`config.mk`:
```
export PLATFORM = sky130hd
export DESIGN_NAME = triangle_bisect
export DESIGN_NICKNAME = d
export VERILOG_FILES = /design/src/rtl/triangle_bisect_pkg.sv /design/src/rtl/triangle_bisect_midpoint3d.sv /design/src/rtl/triangle_bisect.sv
export SDC_FILE = /design/constraint.sdc
export NUM_CORES = 1
export LEC_CHECK = 0
export ABC_AREA = 1
export ABC_CLOCK_PERIOD_IN_PS = 4200
export BUFFER_PORTS_ARGS = -buffer_cell sky130_fd_sc_hd__buf_2
export CAP_MARGIN = 10
export CORE_UTILIZATION = 39
export CTS_CLUSTER_DIAMETER = 40
export DETAILED_ROUTE_END_ITERATION = 12
export PLACE_DENSITY = 0.67
export SLEW_MARGIN = 20
export SYNTH_ARGS = -nofsm -noshare
export SYNTH_HDL_FRONTEND = slang
export SYNTH_SLANG_ARGS = --single-unit
```
`constraint.sdc`:
```
create_clock -name clk -period 4.2 [get_ports clk]
set_input_delay 0.63 -clock clk [delete_from_list [all_inputs] [get_ports clk]]
set_output_delay 0.63 -clock clk [all_outputs]
set_load 0.005 [all_outputs]
```
`src/rtl/triangle_bisect_pkg.sv`:
```
// Shared geometry types for the triangle subdivision stage.
// Holds the coordinate width and the packed point/triangle structs that every
// block in this stage passes around. Field order is MSB-first, so a
// Triangle3D is {p, q, r} and each Point3D is {x, y, z}.
package triangle_bisect_pkg;

  localparam int COORD_W = 16;

  typedef struct packed {
    logic signed [COORD_W-1:0] x;
    logic signed [COORD_W-1:0] y;
    logic signed [COORD_W-1:0] z;
  } Point3D;

  typedef struct packed {
    Point3D p;
    Point3D q;
    Point3D r;
  } Triangle3D;

  localparam int TRI_W = $bits(Triangle3D);

endpackage

```
`src/rtl/triangle_bisect_midpoint3d.sv`:
```
// midpoint3d: purely combinational midpoint of two 3D points.
// Ports:
//   i_a, i_b : the two endpoints (signed 16-bit coordinates)
//   o_mid    : per-coordinate floor((a + b) / 2)
// Each sum is formed one bit wider so that no pair of 16-bit inputs can
// overflow; dropping the LSB of that sum is the floor of the average, and the
// result always fits back into 16 bits.
module midpoint3d
  import triangle_bisect_pkg::*;
(
  input  Point3D i_a,
  input  Point3D i_b,
  output Point3D o_mid
);

  logic signed [COORD_W:0] w_sumX;
  logic signed [COORD_W:0] w_sumY;
  logic signed [COORD_W:0] w_sumZ;

  // Sign-extend both operands by one bit before adding so the 17-bit sum is exact.
  assign w_sumX = {i_a.x[COORD_W-1], i_a.x} + {i_b.x[COORD_W-1], i_b.x};
  assign w_sumY = {i_a.y[COORD_W-1], i_a.y} + {i_b.y[COORD_W-1], i_b.y};
  assign w_sumZ = {i_a.z[COORD_W-1], i_a.z} + {i_b.z[COORD_W-1], i_b.z};

  // Halve each exact sum; the arithmetic shift rounds toward minus infinity,
  // and the top bit of the shifted value is always redundant sign.
  always_comb begin
    o_mid   = '0;
    o_mid.x = COORD_W'(w_sumX >>> 1);
    o_mid.y = COORD_W'(w_sumY >>> 1);
    o_mid.z = COORD_W'(w_sumZ >>> 1);
  end

endmodule

```
`src/rtl/triangle_bisect.sv`:
```
// triangle_bisect: splits a triangle along edge PQ and registers one half.
// Upstream has already rotated the vertices so PQ is the longest edge, so this
// block always bisects PQ at its midpoint m. Driving the same triangle for two
// cycles with tri_select = 0 then 1 produces both halves.
// Ports:
//   clk        : system clock, rising edge
//   n_rst      : asynchronous reset, ACTIVE HIGH despite its name
//   tri_in     : input triangle {p, q, r}
//   tri_select : 0 -> output {p, m, r}; 1 -> output {m, q, r}
//   tri_out    : registered half-triangle, one cycle after the inputs
module triangle_bisect
  import triangle_bisect_pkg::*;
(
  input  logic      clk,
  input  logic      n_rst,
  input  Triangle3D tri_in,
  input  logic      tri_select,
  output Triangle3D tri_out
);

  Point3D    w_mid;
  Triangle3D w_nextTri;
  Triangle3D r_triOut;

  midpoint3d uMidpoint (
    .i_a   (tri_in.p),
    .i_b   (tri_in.q),
    .o_mid (w_mid)
  );

  // Select which half to keep: the midpoint replaces q for the first half and
  // p for the second. Vertex r is shared by both halves and passes straight through.
  always_comb begin
    w_nextTri = tri_in;
    if (tri_select) begin
      w_nextTri.p = w_mid;
    end else begin
      w_nextTri.q = w_mid;
    end
  end

  // Single output register. There is no handshake, so a new half is captured
  // every cycle; reset clears it immediately and nothing else is held.
  always_ff @(posedge clk or posedge n_rst) begin
    if (n_rst) begin
      r_triOut <= '0;
    end else begin
      r_triOut <= w_nextTri;
    end
  end

  assign tri_out = r_triOut;

endmodule

```
==> qor.csv <==
stage;metric;value;unit
power;power-per-cell-area;397.6;nW/um^2
floorplan;fp-row-count;50;
power;swShare;31.20;%
clock_network;numCtsBuffers;17;
sta;hold_viol_final;0;
detailed_routing;wl_met1;8567;um
critical_path;path_class;primary input to register;
logic_synthesis;synthMuxAreaShare;0;%
global_route;grt_start_max_net_pins;97;
flow_run;maxCapViolCount;0;
logic_synthesis;synth_compound_area_share;3.735;%
logic_synthesis;synth_top_family_by_area;simple AND/OR/NAND/NOR gates;
floorplan;io_pins;291;
logic_synthesis;synth-adder-area-share;8.157;%
critical_path;cp.arrival;2080;ps
clock_network;post_cts_resized;0;
worst_hold_path;hp-class;primary input to async pin;
logic_synthesis;ys_types;22;
sta;tightest_slew;980.8;ps
finish;drive_gt1_share;26.38;%
logic_synthesis;synth-simple-area-share;31.04;%
placement;placed_area;9373;sq um
global_route;grt_pass1_wl;33040;um
floorplan;core_area;18960;sq um
status;status;completed;
sta;setup_viol;0;
power;comb_power_share;21.5;%
detailed_routing;met2_length;10620;um
sta;slew_headroom;34.62;%
clock_network;cts_root_buf;clkbuf_16;
finish;finalNonFillerCells;1567;
logic_synthesis;ys_ff_latch;144;
power;switchingPower;1.240;mW
detailed_routing;wire_per_inst;13.31;um
logic_synthesis;netlist_area;7639;sq um
logic_synthesis;syn-num-nets;1193;
sta;fin_crit_sh;42.42;%
finish;n_fill_cell;1845;
sta;slew_violations;0;
floorplan;die_h;142.0;um
clock_network;cts_setup_buffers;0;
detailed_routing;num_vias;7190;
sta;setup_tns;0;ps
placement;place_inst;1532;
detailed_routing;top_layer;met4;
critical_path;worstPathRequired;4500;ps
power;power_frac_seq;39.2;%
floorplan;initial_core_util;40.30;%
logic_synthesis;syn_inst;998;
critical_path;end_kind;register;
power;p_leak;5.905;nW
global_route;antenna_found_initial;3;
global_route;first_global_vias;6736;
detailed_routing;ant_nets;0;
finish;largest_reg_flops;144;
sta;whs;170.6;ps
logic_synthesis;synthXorXnorAreaFrac;1.720;%
sta;clock.fmax;561.3;MHz
critical_path;start_kind;primary input;
logic_synthesis;syn_avg_cell_area;7.654;sq um
detailed_routing;drcViolationCount;0;
placement;hpwl;16280;um
global_route;grt-ovfl-total;0;
clock_network;hold_buffers;0;
sta;post-route-min-period;1781;ps
detailed_routing;drt_iter0_markers;391;
finish;synthToLayoutAreaGrowth;30.79;%
sta;rsz0062_at_grt;no;
detailed_routing;vias_per_cell;4.588;
placement;portBuffers;290;
detailed_routing;wl_met3;1225;um
clock_network;clkTransAtPathRegs;70;ps
logic_synthesis;synth_edf_count;0;
detailed_routing;first_pass_iters;5;
power;fin_total_pwr;3.972;mW
critical_path;worst-path-max-fanout;4;
floorplan;die_w;142.0;um
clock_network;cts_tree;done;
power;p_int;2.733;mW
global_route;groute.usage.overall;21.07;%
logic_synthesis;yosysWarningCount;0;
placement;place_congestion;0.8802;
floorplan;die_area;20150;sq um
clock_network;cts_max_path_buffers;2;
finish;final_nets;1486;
clock_network;cts.sinks;144;
power;clkPwrFrac;39.3;%
power;vdd_drop_max;257.8;uV
finish;seq_area;3603;sq um
detailed_routing;wl;20860;um
finish;multi_input_area;3411;sq um
clock_network;h-tree-depth;4;
logic_synthesis;yosysSeqAreaShare;47.17;%
finish;fin_area;9991;sq um
logic_synthesis;synth_flop_cell;dfrtp_1;
logic_synthesis;async_flop_share;100.0;%
## layer usage
metal  global-route usage [%]  up-vias
met5                        0        -
met4                    8.829        0
met3                    4.240       32
met2                    37.57      241
met1                    24.60     3253
li1                         -     3664
## worst max-delay path: stages
cell      delay [ps]
buf_2            100
nand2_1           60
inv_1             60
fa_1             400
nand2_1           90
nand2_1          100
nand3b_1         100
nand2_1          100
or2_2            300
nand3_1           70
nand2_1           70
## power by group through the flow
stage,Combinational (mW),Sequential [mW],Clock (mW)
floorplan,0.470,1.61,0
global placement,0.845,1.58,0
detailed placement,0.855,1.59,0
CTS,0.860,1.56,1.60
global route,0.968,1.57,1.65
finish,0.853,1.56,1.56
## synthesized netlist by cell type (3+ instances only)
| cell | number | share of area, % |
|---|---|---|
| nand2_1 | 435 | 21 |
| dfrtp_1 | 144 | 47 |
| inv_1 | 139 | 6.8 |
| nand3_1 | 78 | 5.1 |
| ha_1 | 45 | 7.4 |
| a21oi_1 | 27 | 1.8 |
| o21ai_0 | 24 | 1.6 |
| nor2_1 | 21 | 1.0 |
| buf_2 | 13 | 0.85 |
| nand3b_1 | 12 | 1.2 |
| nand2_2 | 9 | 0.74 |
| xor2_1 | 9 | 1.0 |
| clkbuf_1 | 7 | 0.34 |
| nor3_1 | 7 | 0.46 |
| o21ai_1 | 6 | 0.39 |
| xnor2_1 | 6 | 0.69 |
| nor3_2 | 5 | 0.66 |
| or2_1 | 5 | 0.41 |
| fa_1 | 3 | 0.79 |
## stage by stage
step,setup slack [ps],util [%]
after floorplan,1765,-
after global placement,2014,49.45
after detailed placement,1972,49.45
after CTS,2411,52.67
after global routing,2276,52.71
final,2419,52.71
## logic make-up after synthesis
family,Yosys count
XOR/XNOR,15
AO/OA/AOI/OAI,57
buffers and inverters,161
adder cells (fa/ha/maj),48
AND/OR/NAND/NOR,573
flip-flops,144
## path summary, 6_finish.rpt
| kind | cells after the start | slack (ps) | endpoint | from |
|---|---|---|---|---|
| worst max-delay path | 11 | 2420 | tri_out[133] | tri_in[80] |
| worst min-delay path | 2 | 170 | tri_out[101] | n_rst |
| max in group asynchronous | 3 | 3070 | tri_out[133] | n_rst |
| min in group clk | 1 | 310 | tri_out[15] | tri_in[15] |
## cell type report
type | instances | area share (%)
Antenna cell | 3 | 0.07514
Clock buffer | 18 | 4.396
Clock inverter | 14 | 1.716
Inverter | 140 | 5.297
Multi-Input combinational cell | 693 | 34.14
Sequential cell | 144 | 36.07
Tap cell | 260 | 3.256
Timing Repair Buffer | 295 | 15.05
## cell usage in the layout (no fill, tap or decap)
master      count
nand3b_1       12
or2_1           5
nand2_1       435
bufinv_16       1
inv_6           2
buf_12          1
clkinvlp_4      1
inv_1         138
or2_2           1
xor2_1          9
clkinv_8        2
inv_2           1
nor2_1         21
xnor2_1         6
buf_2         289
a21oi_1        27
clkbuf_8        1
nand3_1        78
clkinv_4        4
buf_4           5
dfrtp_1       144
nand2_2         9
clkbuf_16      17
o21ai_1         6
o21ai_0        24
nor3_1          7
inv_8           5
ha_1           45
fa_1            3
nor3_2          5
diode_2         3
(Power assumes the default switching activity.)
